File: config.mk
export PLATFORM = sky130hd
export DESIGN_NAME = frame_buffer_vga_reader
export DESIGN_NICKNAME = d
export VERILOG_FILES = /design/src/rtl/vga_fb_pkg.sv /design/src/rtl/vga_timing_gen.sv /design/src/rtl/frame_buffer_vga_reader.sv
export SDC_FILE = /design/constraint.sdc
export NUM_CORES = 1
export LEC_CHECK = 0
export CAP_MARGIN = 30
export CORE_MARGIN = 8
export CORE_UTILIZATION = 50
export DETAILED_ROUTE_END_ITERATION = 8
export MAX_ROUTING_LAYER = met4
export PLACE_DENSITY = 0.79
export SYNTH_ARGS = -nofsm -noshare
export SYNTH_HDL_FRONTEND = slang
export SYNTH_SLANG_ARGS = --single-unit
File: constraint.sdc
create_clock -name p_clock -period 7.2 [get_ports p_clock]
set_input_delay 1.08 -clock p_clock [delete_from_list [all_inputs] [get_ports p_clock]]
set_output_delay 1.08 -clock p_clock [all_outputs]
set_load 0.01 [all_outputs]
File: src/rtl/vga_fb_pkg.sv
// Shared VGA 640x480@60 timing and frame-buffer geometry for the display-side reader.
// Also holds the small address and nibble helpers used by the reader.
package vga_fb_pkg;

    localparam logic [9:0] H_VISIBLE = 10'd640;
    localparam logic [9:0] H_FP      = 10'd16;
    localparam logic [9:0] H_SYNC    = 10'd96;
    localparam logic [9:0] H_BP      = 10'd48;
    localparam logic [9:0] H_TOTAL   = 10'd800;

    localparam logic [9:0] V_VISIBLE = 10'd480;
    localparam logic [9:0] V_FP      = 10'd10;
    localparam logic [9:0] V_SYNC    = 10'd2;
    localparam logic [9:0] V_BP      = 10'd33;
    localparam logic [9:0] V_TOTAL   = 10'd525;

    localparam logic [6:0]  WORDS_PER_ROW = 7'd80;
    localparam logic [14:0] FB_DEPTH      = 15'd19200;
    localparam logic [2:0]  PIX_PER_WORD  = 3'd4;

    localparam logic [9:0] H_LAST       = H_TOTAL - 10'd1;
    localparam logic [9:0] V_LAST       = V_TOTAL - 10'd1;
    localparam logic [9:0] H_SYNC_START = H_VISIBLE + H_FP;
    localparam logic [9:0] H_SYNC_END   = H_VISIBLE + H_FP + H_SYNC - 10'd1;
    localparam logic [9:0] V_SYNC_START = V_VISIBLE + V_FP;
    localparam logic [9:0] V_SYNC_END   = V_VISIBLE + V_FP + V_SYNC - 10'd1;

    // Fetches for words 1..79 sit below this column; word 0 of the next line is fetched at H_ROW_FETCH.
    localparam logic [9:0] H_FETCH_LIMIT = 10'd632;
    localparam logic [9:0] H_ROW_FETCH   = 10'd796;

    typedef enum logic [2:0] {
        PH_FETCH   = 3'd4,
        PH_CAPTURE = 3'd6,
        PH_ADVANCE = 3'd7
    } word_phase_e;

    function automatic logic [14:0] row_base(input logic [9:0] line);
        logic [14:0] src_row;
        src_row = {5'd0, line} >> 3'd1;
        return (src_row << 3'd6) + (src_row << 3'd4);
    endfunction

    function automatic logic [3:0] nibble_sel(input logic [15:0] word, input logic [1:0] idx);
        logic [3:0] nib;
        case (idx)
            2'd0:    nib = word[3:0];
            2'd1:    nib = word[7:4];
            2'd2:    nib = word[11:8];
            2'd3:    nib = word[15:12];
            default: nib = 4'd0;
        endcase
        return nib;
    endfunction

endpackage

File: src/rtl/vga_timing_gen.sv
// Pixel/line counters for 640x480@60 plus the visible flag and raw (unregistered) active-low syncs.
module vga_timing_gen
    import vga_fb_pkg::*;
(
    input  logic       p_clock,
    input  logic       reset,
    output logic [9:0] hc,
    output logic [9:0] vc,
    output logic       visible,
    output logic       hsync_raw,
    output logic       vsync_raw
);

    logic [9:0] hc_r;
    logic [9:0] vc_r;

    // Horizontal counter wraps at 799 and steps the vertical counter, which wraps at 524.
    always_ff @(posedge p_clock or posedge reset) begin
        if (reset) begin
            hc_r <= 10'd0;
            vc_r <= 10'd0;
        end else if (hc_r >= H_LAST) begin
            hc_r <= 10'd0;
            if (vc_r >= V_LAST) begin
                vc_r <= 10'd0;
            end else begin
                vc_r <= vc_r + 10'd1;
            end
        end else begin
            hc_r <= hc_r + 10'd1;
        end
    end

    // Decode of the current counter position.
    always_comb begin
        hc        = hc_r;
        vc        = vc_r;
        visible   = (hc_r < H_VISIBLE) && (vc_r < V_VISIBLE);
        hsync_raw = ~((hc_r >= H_SYNC_START) && (hc_r <= H_SYNC_END));
        vsync_raw = ~((vc_r >= V_SYNC_START) && (vc_r <= V_SYNC_END));
    end

endmodule

File: src/rtl/frame_buffer_vga_reader.sv
// Display-side reader: scans the 320x240 4-bit gray frame buffer, upscales 2x, drives 640x480@60 VGA.
// Optional GRAY_BARS_EN adds a test_mode input that replaces memory gray with ten 64-column bars.
module frame_buffer_vga_reader
    import vga_fb_pkg::*;
(
    input  logic        p_clock,
    input  logic        reset,
`ifdef GRAY_BARS_EN
    input  logic        test_mode,
`endif
    input  logic [15:0] mem_data,
    output logic [14:0] addr,
    output logic        ena,
    output logic        hsync,
    output logic        vsync,
    output logic [3:0]  red,
    output logic [3:0]  green,
    output logic [3:0]  blue
);

    logic [9:0]  hc_s;
    logic [9:0]  vc_s;
    logic        visible_s;
    logic        hsync_raw_s;
    logic        vsync_raw_s;

    logic        fetch_s;
    logic [9:0]  next_line_s;
    logic [9:0]  target_line_s;
    logic [6:0]  word_idx_s;
    logic [14:0] fetch_addr_s;
    logic [3:0]  gray_s;

    logic [14:0] addr_r;
    logic        ena_r;
    logic [15:0] next_word_r;
    logic [15:0] cur_word_r;
    logic        hsync_r;
    logic        vsync_r;
    logic [3:0]  gray_r;

    vga_timing_gen u_timing (
        .p_clock   (p_clock),
        .reset     (reset),
        .hc        (hc_s),
        .vc        (vc_s),
        .visible   (visible_s),
        .hsync_raw (hsync_raw_s),
        .vsync_raw (vsync_raw_s)
    );

    // Fetch schedule: words 1..79 four columns ahead of use, word 0 at the tail of the previous line.
    always_comb begin
        fetch_s       = 1'b0;
        target_line_s = vc_s;
        word_idx_s    = 7'd0;
        next_line_s   = (vc_s >= V_LAST) ? 10'd0 : (vc_s + 10'd1);
        if ((hc_s[2:0] == PH_FETCH) && (hc_s < H_FETCH_LIMIT)) begin
            target_line_s = vc_s;
            word_idx_s    = hc_s[9:3] + 7'd1;
            fetch_s       = (vc_s < V_VISIBLE);
        end else if (hc_s == H_ROW_FETCH) begin
            target_line_s = next_line_s;
            word_idx_s    = 7'd0;
            fetch_s       = (next_line_s < V_VISIBLE);
        end else begin
            target_line_s = vc_s;
            word_idx_s    = 7'd0;
            fetch_s       = 1'b0;
        end
        fetch_addr_s = row_base(target_line_s) + {8'd0, word_idx_s};
    end

    // Read port: address held between fetches, enable pulses for the cycle after each load.
    always_ff @(posedge p_clock or posedge reset) begin
        if (reset) begin
            addr_r <= 15'd0;
            ena_r  <= 1'b0;
        end else begin
            ena_r <= fetch_s;
            if (fetch_s) begin
                addr_r <= fetch_addr_s;
            end else begin
                addr_r <= addr_r;
            end
        end
    end

    // Two-stage word pipeline so cur_word covers columns 8k..8k+7 exactly.
    always_ff @(posedge p_clock or posedge reset) begin
        if (reset) begin
            next_word_r <= 16'd0;
            cur_word_r  <= 16'd0;
        end else begin
            if (hc_s[2:0] == PH_CAPTURE) begin
                next_word_r <= mem_data;
            end else begin
                next_word_r <= next_word_r;
            end
            if (hc_s[2:0] == PH_ADVANCE) begin
                cur_word_r <= next_word_r;
            end else begin
                cur_word_r <= cur_word_r;
            end
        end
    end

    // Gray for the current column: each source pixel spans two display columns.
    always_comb begin
        gray_s = 4'd0;
        if (visible_s) begin
`ifdef GRAY_BARS_EN
            if (test_mode) begin
                gray_s = hc_s[9:6];
            end else begin
                gray_s = nibble_sel(cur_word_r, hc_s[2:1]);
            end
`else
            gray_s = nibble_sel(cur_word_r, hc_s[2:1]);
`endif
        end else begin
            gray_s = 4'd0;
        end
    end

    // Output stage: sync and colour share one register delay so they stay aligned.
    always_ff @(posedge p_clock or posedge reset) begin
        if (reset) begin
            hsync_r <= 1'b1;
            vsync_r <= 1'b1;
            gray_r  <= 4'd0;
        end else begin
            hsync_r <= hsync_raw_s;
            vsync_r <= vsync_raw_s;
            gray_r  <= gray_s;
        end
    end

    assign addr  = addr_r;
    assign ena   = ena_r;
    assign hsync = hsync_r;
    assign vsync = vsync_r;
    assign red   = gray_r;
    assign green = gray_r;
    assign blue  = gray_r;

endmodule

==> flow_summary_export.csv <==
group,metric,value,unit
outcome,outcome,"finished, final reports clean",
synth,yosysTopAreaCellShare,0.439,
worst_setup_path,cp_top_family,"compound AO/OA/AOI/OAI gates",
die,rows,33,
global_routing,overflow,0,
route,drt_first_pass_iters,4,
cts,path_clk_slew,80,ps
cts,tritoncts,"built",
route,routed_wl,7940,microns
power,p_sw,194,uW
placed_design,port_buffers,47,
timing,grt_setup_unrepaired,"no",
cts,cts_buffers,9,
cts,cts_resized,0,
cts,cts_setup_buffers,0,
die,core_area,8090,sq um
synth,yosysMostFrequentCell,"dfrtp_1",
synth,syn_area,4100,sq um
worst_setup_path,critPathMaxFanout,12,
global_routing,grt_usage,0.155,
timing,min_period,4000,ps
worst_setup_path,cp-end-kind,"flip-flop",
global_routing,grt_pass1_wl,13700,microns
die,io_pins,48,
die,initial_utilization,0.507,
synth,synth_cell_types,50,
cts,clock_latency,360,ps
cells_and_area,final_nets,441,
synth,yosysTopAreaCell,"dfrtp_1",
cts,htree_levels,3,
route,drtIter0Drc,147,
timing,tightestPinTransition,945,ps
die,dieArea,11400,sq um
power,power_density,170,nW/um^2
worst_setup_path,slowest_stage,"fa_1",
power,internal-power,614,uW
cts,postCtsHoldBufs,0,
cells_and_area,antenna_cells,0,
die,die_w,107,microns
timing,finalHoldViolations,0,
worst_setup_path,critPathRequiredTime,7440,ps
timing,maxSlewHeadroom,0.370,
synth,synth_edf_count,0,
worst_setup_path,worstPathCellList,"nor3_2 -> nand4_1 -> o21ai_0 -> o21ai_0 -> fa_1 -> ha_1 -> a211oi_1 -> o21bai_1 -> a21oi_1 -> o21ai_0 -> a311o_1 -> mux2_2",
synth,synth-warning-count,0,
worst_setup_path,worst_ep_arrival_time,4240,ps
timing,setup-tns-final,0,ps
power,switching_share,0.240,
global_routing,grt_max_degree,75,
hold_path,hold_path_class,"reg2reg",
worst_setup_path,critPathLaunchType,"flip-flop",
power,seq_power_share,0.533,
synth,syn_area_per_cell,11.2,sq um
power,p_leak,0.00213,uW
synth,synth.area.top_cells,"dfrtp_1, mux2_2, ha_1",
placed_design,gp_congestion,0.928,
cells_and_area,drive_gt1_frac,0.197,
power,peakVddDrop,0.000187,V
cells_and_area,utilization,0.588,
power,clockPowerShare,0.420,
timing,setup_violations,0,
synth,yosysSeqAreaShare,0.452,
job,maxCapViolations,0,
synth,ys_top_cells_by_count,"dfrtp_1, mux2_2, o21ai_0",
timing,fin_skew,12.1,ps
cts,cts.sinks,74,
worst_setup_path,path_class,"reg2reg",
synth,synth_cells,365,
cts,cts_root_buf,"clkbuf_8",
cells_and_area,area_delta_synth_final,16.0,%
global_routing,grt_antenna_before_repair,0,
route,ant_nets,0,
synth,synth_nets,409,
placed_design,dp_hpwl,5850,microns
route,via_per_inst,5.52,
timing,slew_violations,0,
worst_setup_path,critical_path.most_common_cell,"o21ai_0",
route,wire_per_inst,15.7,microns
timing,period_share,0.556,
synth,synth_seq_cells,74,
worst_setup_path,max_stage_delay,560,ps
die,fp.dieH,107,microns
synth,synthArstFlopShare,1.00,
global_routing,grt_pass1_vias,2915,
timing,fin_hold_ws,504,ps
route,drc,0,
cts,cts_buffer_depth,2,
synth,synth_ff_type,"dfrtp_1",
route,vias,2799,
timing,fmaxAchievable,250,MHz
worst_setup_path,crit_buf_inv,0,
power,power_frac_comb,0.046,
-- final timing paths --
check                      slack [ps]  cells after the start                         end                startpoint
setup reg to reg                 3200                     12        addr[14]$_DFFE_PP0P_  u_timing.hc[7]$_DFF_PP0_
hold reg to reg                   500                      1         addr[1]$_DFFE_PP0P_       addr[1]$_DFFE_PP0P_
setup / recovery                 3200                     12        addr[14]$_DFFE_PP0P_  u_timing.hc[7]$_DFF_PP0_
hold / removal                    500                      1         addr[1]$_DFFE_PP0P_       addr[1]$_DFFE_PP0P_
min in group asynchronous        1320                      3  u_timing.vc[1]$_DFFE_PP0N_                     reset
max in group asynchronous        5290                      3    u_timing.hc[5]$_DFF_PP0_                     reset
-- per-layer routing --
layer	wire [microns]	GRT usage
met3	265	0.0396
met2	3980	0.250
met1	3460	0.176
met5	0	-
met4	238	0.0764
-- cell type report --
class / count / area [sq um]
Inverter: 8 / 30.0
Timing Repair Buffer: 48 / 478
Multi-Input combinational cell: 256 / 2060
Clock inverter: 7 / 82.6
Clock buffer: 9 / 124
Tap cell: 105 / 131
Sequential cell: 74 / 1850
Fill cell: 667 / 3330
-- stage by stage --
stage | setup slack (ps) | instance area, sq um | power [uW] | std cells
global placement | 3350 | 4550 | 476 | 491
floorplan | 3520 | 4100 | 459 | 365
detailed placement | 3260 | 4550 | 478 | 491
CTS | 3230 | 4760 | 817 | 507
global route | 2820 | 4760 | 838 | 507
finish | 3200 | 4760 | 808 | 507
-- layout by cell type, fill, tap and decap left out, types with 2 or more instances in the layout --
| cell type | netlist | layout |
|---|---|---|
| nand2_1 | 25 | 25 |
| inv_1 | 8 | 7 |
| and3_1 | 7 | 7 |
| nor3_1 | 6 | 6 |
| a21o_1 | 6 | 6 |
| xor2_1 | 9 | 9 |
| o31ai_1 | 3 | 3 |
| clkinvlp_4 | 0 | 2 |
| dfrtp_1 | 72 | 72 |
| a21oi_1 | 9 | 9 |
| mux2_2 | 39 | 39 |
| nor2_1 | 26 | 26 |
| mux2_4 | 6 | 6 |
| inv_6 | 0 | 3 |
| mux4_2 | 4 | 4 |
| and4_1 | 2 | 2 |
| a22o_1 | 3 | 3 |
| clkbuf_8 | 0 | 9 |
| ha_1 | 24 | 24 |
| a31oi_1 | 4 | 4 |
| nand4b_1 | 3 | 3 |
| fa_1 | 2 | 2 |
| and2_1 | 4 | 4 |
| nand4_1 | 7 | 7 |
| dfstp_2 | 2 | 2 |
| nand3_1 | 6 | 6 |
| xnor2_1 | 9 | 9 |
| clkdlybuf4s50_1 | 0 | 47 |
| nand2b_1 | 3 | 3 |
| o21ai_0 | 30 | 30 |
-- worst reg2reg max path: cells and delay by family (launching register included) --
family	cells	cell delay [ps]
AO/OA/AOI/OAI	7	1560
adder cells (fa/ha/maj)	2	900
flip-flops	1	520
multiplexers	1	260
AND/OR/NAND/NOR	2	640
-- power by group through the flow --
stage	registers, uW	clock network, uW	logic, uW
floorplan	438	0	20.8
global placement	439	0	37.4
detailed placement	440	0	38.5
CTS	431	347	38.6
global route	433	364	41.5
finish	431	340	37.3
-- kinds of logic (layout without fill, tap and decap cells) --
kind of cell             count (synthesis)  count (layout)  synth area share
buffers and inverters                   35              72            0.0461
flip-flops                              74              74             0.452
multiplexers                            50              50             0.153
AO/OA/AOI/OAI                           63              63            0.0991
AND/OR/NAND/NOR                         99              99             0.128
XOR/XNOR                                18              18            0.0384
adder cells (fa/ha/maj)                 26              26            0.0830
-- flip-flops by register name, summed over array words and instances (netlist names) --
| register | count |
|---|---|
| cur_word_r | 16 |
| next_word_r | 16 |
| addr | 15 |
| u_timing.hc | 10 |
| u_timing.vc | 10 |
| blue | 4 |
| ena | 1 |
| hsync | 1 |
| vsync | 1 |
Note: power is estimated with default switching activity, not from simulation.
